--- src/rtl/lfa_pkg.sv ---
// Shared definitions for the line-follower-array ADC front end and the line-following stage.
package lfa_pkg;

  localparam int LFA_DATA_W     = 12;
  localparam int ADC_FRAME_BITS = 16;

  localparam logic [2:0] LFA_CH_L = 3'd3;
  localparam logic [2:0] LFA_CH_M = 3'd4;
  localparam logic [2:0] LFA_CH_R = 3'd5;

  localparam int LFA_BLACK_TH = 1200;
  localparam int LFA_WHITE_TH = 700;

  typedef enum logic [1:0] {
    GAP   = 2'd0,
    SHIFT = 2'd1,
    STORE = 2'd2
  } adc_state_e;

  // ADC128S022 control word: two don't-care bits, 3-bit channel address, then zeros.
  function automatic logic [ADC_FRAME_BITS-1:0] adc_ctrl_word(input logic [2:0] addr);
    return {2'b00, addr, 11'b0};
  endfunction

endpackage

--- src/rtl/lfa_adc_sampler_sck_gen.sv ---
// SCLK generator: divides the system clock into an idle-high serial clock with edge strobes.
module adc_sck_gen #(
  parameter int CLK_DIV = 25
) (
  input  logic clk,
  input  logic reset,
  input  logic run,
  output logic sck,
  output logic sck_fall,
  output logic sck_rise
);

  logic [7:0] half;
  logic       term;

  assign term     = (half == 8'(CLK_DIV - 1));
  // Strobes mark the clock on whose edge adc_sck will toggle.
  assign sck_fall = run && term && sck;
  assign sck_rise = run && term && !sck;

  always_ff @(posedge clk) begin
    if (reset || !run) begin
      half <= 8'd0;
      sck  <= 1'b1;
    end else if (term) begin
      half <= 8'd0;
      sck  <= ~sck;
    end else begin
      half <= half + 8'd1;
    end
  end

endmodule

--- src/rtl/lfa_adc_sampler.sv ---
// Round-robin ADC128S022 sampler for the left/middle/right line-follower photodiodes.
module lfa_adc_sampler
  import lfa_pkg::*;
#(
  parameter int         CLK_DIV    = 25,
  parameter int         GAP_CYCLES = 4,
  parameter logic [2:0] CH_LEFT    = LFA_CH_L,
  parameter logic [2:0] CH_MIDDLE  = LFA_CH_M,
  parameter logic [2:0] CH_RIGHT   = LFA_CH_R
) (
  input  logic                  clk_50M,
  input  logic                  reset,
  input  logic                  enable,
  output logic                  adc_cs_n,
  output logic                  adc_sck,
  output logic                  adc_din,
  input  logic                  adc_dout,
  output logic [LFA_DATA_W-1:0] left,
  output logic [LFA_DATA_W-1:0] middle,
  output logic [LFA_DATA_W-1:0] right,
  output logic                  data_valid
);

  localparam logic [3:0] GAP_LAST = 4'(GAP_CYCLES - 1);

  adc_state_e                state;
  logic [3:0]                gap_cnt;
  logic [3:0]                bit_cnt;
  logic [ADC_FRAME_BITS-1:0] ctrl_p0;
  logic [LFA_DATA_W-1:0]     shift_p0;
  logic [2:0]                addr;
  logic [2:0]                prev_addr;
  logic                      prime;
  logic [2:0]                fresh;
  logic [2:0]                hit;
  logic [2:0]                fresh_next;
  logic                      sck_fall;
  logic                      sck_rise;

  function automatic logic [2:0] next_addr(input logic [2:0] a);
    if (a == CH_LEFT)   return CH_MIDDLE;
    if (a == CH_MIDDLE) return CH_RIGHT;
    return CH_LEFT;
  endfunction

  adc_sck_gen #(.CLK_DIV(CLK_DIV)) u_sck_gen (
    .clk      (clk_50M),
    .reset    (reset),
    .run      (state == SHIFT),
    .sck      (adc_sck),
    .sck_fall (sck_fall),
    .sck_rise (sck_rise)
  );

  // The ADC answers one frame late, so the result being stored belongs to prev_addr.
  always_comb begin
    hit = 3'b000;
    if (prev_addr == CH_LEFT)        hit[0] = 1'b1;
    else if (prev_addr == CH_MIDDLE) hit[1] = 1'b1;
    else if (prev_addr == CH_RIGHT)  hit[2] = 1'b1;
    fresh_next = fresh | hit;
  end

  always_ff @(posedge clk_50M) begin
    if (reset) begin
      state      <= GAP;
      gap_cnt    <= 4'd0;
      bit_cnt    <= 4'd0;
      addr       <= CH_LEFT;
      prev_addr  <= CH_LEFT;
      prime      <= 1'b1;
      fresh      <= 3'b000;
      adc_cs_n   <= 1'b1;
      adc_din    <= 1'b0;
      left       <= '0;
      middle     <= '0;
      right      <= '0;
      data_valid <= 1'b0;
    end else begin
      data_valid <= 1'b0;
      case (state)
        GAP: begin
          adc_cs_n <= 1'b1;
          if (gap_cnt != GAP_LAST) begin
            gap_cnt <= gap_cnt + 4'd1;
          end else if (enable) begin
            state    <= SHIFT;
            adc_cs_n <= 1'b0;
            adc_din  <= 1'b0;
            bit_cnt  <= 4'd0;
            ctrl_p0  <= adc_ctrl_word(addr);
          end
        end
        SHIFT: begin
          if (sck_fall) begin
            adc_din <= ctrl_p0[ADC_FRAME_BITS-1];
            ctrl_p0 <= {ctrl_p0[ADC_FRAME_BITS-2:0], 1'b0};
          end
          // Only 12 bits are kept: the ADC's leading-zero nibble shifts out the top.
          if (sck_rise) begin
            shift_p0 <= {shift_p0[LFA_DATA_W-2:0], adc_dout};
            bit_cnt  <= bit_cnt + 4'd1;
            if (bit_cnt == 4'd15) state <= STORE;
          end
        end
        STORE: begin
          adc_cs_n  <= 1'b1;
          gap_cnt   <= 4'd0;
          state     <= GAP;
          addr      <= next_addr(addr);
          prev_addr <= addr;
          if (prime) begin
            prime <= 1'b0;
          end else begin
            if (hit[0]) left   <= shift_p0;
            if (hit[1]) middle <= shift_p0;
            if (hit[2]) right  <= shift_p0;
            if (hit[2] && fresh_next == 3'b111) begin
              data_valid <= 1'b1;
              fresh      <= 3'b000;
            end else begin
              fresh <= fresh_next;
            end
          end
        end
        default: state <= GAP;
      endcase
    end
  end

endmodule

--- config.mk ---
export PLATFORM = sky130hd
export DESIGN_NAME = lfa_adc_sampler
export DESIGN_NICKNAME = d
export VERILOG_FILES = /design/src/rtl/lfa_pkg.sv /design/src/rtl/lfa_adc_sampler_sck_gen.sv /design/src/rtl/lfa_adc_sampler.sv
export SDC_FILE = /design/constraint.sdc
export NUM_CORES = 1
export LEC_CHECK = 0
export ABC_AREA = 1
export BUFFER_PORTS_ARGS = -buffer_cell sky130_fd_sc_hd__buf_2
export CAP_MARGIN = 20
export CORE_MARGIN = 5
export CORE_UTILIZATION = 61
export DETAILED_ROUTE_END_ITERATION = 16
export PLACE_DENSITY = 0.81
export SYNTH_ARGS = -nofsm -noshare
export SYNTH_HDL_FRONTEND = slang
export SYNTH_SLANG_ARGS = --single-unit
--- constraint.sdc ---
create_clock -name clk_50M -period 3.6 [get_ports clk_50M]
set_input_delay 1.08 -clock clk_50M [delete_from_list [all_inputs] [get_ports clk_50M]]
set_output_delay 1.08 -clock clk_50M [all_outputs]
set_load 0.1 [all_outputs]
==> impl_metrics.toml <==
[run_status]
run_status = "complete, no violations"

[sta]
maxSlewHeadroom_pct = 56.0
finalHoldViolations = 0
slew_viol_final = 0
worst_pin_slew_ns = 0.658
hold_ws_ns = 0.476
period_needed_ns = 2.28
skew_ns = 0.00959
fin_crit_sh_pct = 63.2
rsz0062_at_grt = "false"
setup_viol = 0
fmax_ghz = 0.439
finalSetupTns_ns = 0

[detailed_routing]
drtIter0Drc = 250
post-route-drc-count = 0
wire_per_inst_um = 13.3
wl_met3_um = 362
top_layer = "met4"
vias_per_cell = 5.19
ant_nets = 0
routed-wl-met2_um = 3110
wl_um = 6590
drt_first_pass_iters = 4
dr_total_vias = 2575
drt-met1-wl_um = 3010

[cells_and_area]
finalNonFillerCells = 496
fin_nets = 429
diodes = 0
fin_util_pct = 71.7
syn2layout_area_growth_pct = 12.5
final_layout_size_suffix_gt1_share_pct = 20.9

[die]
die_x_um = 83.5
fp-row-count = 26
coreArea_um2 = 5170
start_util_pct = 63.7
ios = 44
die_height_um = 83.5
die-area_um2 = 6970

[worst_hold_path]
hp-start = "u_sck_gen.half[0]"
hold_class = "reg -> reg"

[power_and_ir_drop]
powerDensity_nw_per_um2 = 567
leakagePower_nw = 1.69
power_mw = 2.10
ir_drop_v = 0.000399

[critical_path]
crit_type = "reg -> out"
reg2reg_from = "state[0]"
crit_family = "buffers and inverters"
critical_path_required_ns = 2.52
cpPeakStageDelay_ns = 0.45
cp.arrival_ns = 1.20
endpoint_kind = "output pin"
start_kind = "register"
path_max_fanout = 4
cp.buffers_inverters = 1
worstPathCellList = "buf_2"
crit_path_start = "u_sck_gen.sck"
cpMaxStageDelayCell = "buf_2"

[synthesis]
yosysUniqueCellTypes = 33
ys_ff_latch = 84
seq_area_frac_synth_pct = 56.2
syn-num-nets = 386
synthTopCellsByArea = "dfxtp_1 (41%), edfxtp_1 (15%), nor2_1 (10%)"
syn_area_um2 = 3300
syn-instance-count = 378
ys_top_cells_by_count = "nor2_1 (91), dfxtp_1 (67), o21ai_0 (35)"
syn_avg_cell_area_um2 = 8.72
synth_flop_cell = "dfxtp_1"
synth_edf_count = 17
yosysMostFrequentCell = "nor2_1"
netlist.top_cell.by_area = "dfxtp_1"
synth_top_area_share_pct = 40.7
synth-async-reset-ratio_pct = 0
ys_warn_count = 0

[clock_network]
cts-buffers-inserted = 9
cts_resized = 0
clk_latency_ns = 0.35
cts_tree = "yes"
hold_buffers = 0
htreeDepth = 3
clock-root-buffer = "clkbuf_8"
clk_path_buf_depth = 2
cts_sinks = 84
path_clk_slew_ns = 0.08
cts_setup_buffers = 0

[grt]
grt_max_degree = 47
grt_pass1_wl_um = 11100
grtUsageTotal_pct = 19.7
antenna_found_initial = 0
grt_pass1_vias = 2415
grt_overflow = 0

[place]
io_buffers = 43
dp_hpwl_um = 4450
gp_congestion = 0.822
numPlacedInstances = 480

[flow_run]
maxCapViolCount = 0
-- area by class of cell --
class / instances / area, um2
fill: 406 / 1460
clock buffer: 9 / 124
clock inverter: 7 / 73.8
inverter: 34 / 128
sequential: 84 / 1850
multi-input combinational: 248 / 1220
timing repair buffer: 44 / 223
tap: 70 / 87.6
-- layout by cell type, fill, tap and decap left out, types with 2 or more instances in the layout --
master    netlist  layout
nor3_1          4       4
buf_2           1      43
nand4_1         2       2
a22oi_1         2       2
inv_6           0       2
ha_1            4       4
nand2_1        29      29
nor2_4          4       4
edfxtp_1       17      17
inv_2           6       6
xor2_1          3       3
inv_1          28      28
nor2_1         91      91
o21ai_1        11      11
nand3_1        19      19
nor2_2         14      14
nor3b_1         3       3
clkbuf_8        0       9
a21oi_1        13      13
o21ai_0        35      35
nand2_2         3       3
dfxtp_1        67      67
o22ai_1         2       2
-- power by group --
| group | switching, mW | total (mW) | internal, mW | leakage, nW |
|---|---|---|---|---|
| sequential | 0.0504 | 1.07 | 1.02 | 0.694 |
| clock | 0.343 | 0.668 | 0.325 | 0.0982 |
| combinational | 0.255 | 0.366 | 0.111 | 0.897 |
-- metal layers --
| layer | GRT usage [%] | vias to the layer above |
|---|---|---|
| met3 | 4.54 | 10 |
| met1 | 25.3 | 1185 |
| met5 | 0 | - |
| li1 | - | 1323 |
| met4 | 8.77 | 0 |
| met2 | 31.6 | 57 |
-- per-stage QoR --
stage          instance area, um2  setup slack [ns]
2_1_floorplan                3300              1.01
3_3_place_gp                 3510              1.36
3_5_place_dp                 3510              1.23
4_1_cts                      3710              1.31
5_1_grt                      3710              1.27
6_report                     3710              1.32
-- cell families after synthesis --
kind of cell / Yosys count / share of synthesized area (%)
flops: 84 / 56.2
xor+xnor: 3 / 0.797
fa+ha+maj: 4 / 1.52
simple gates: 173 / 23.8
buf+inv: 46 / 6.76
compound gates: 68 / 11.0
-- state kept, by name (all words and copies together) (netlist names), 4 cells and up --
register / flops
u_sck_gen.half: 8
shift_p0: 12
bit_cnt: 4
middle: 12
gap_cnt: 4
ctrl_p0: 5
left: 12
right: 12
-- final timing paths --
check | to | slack (ns) | depth (start not counted)
max reg2reg | ctrl_p0[12] | 1.78 | 4
min reg2reg | u_sck_gen.half[0] | 0.48 | 1
max | adc_sck | 1.32 | 1
min | u_sck_gen.half[0] | 0.48 | 1
(Power assumes the default switching activity.)
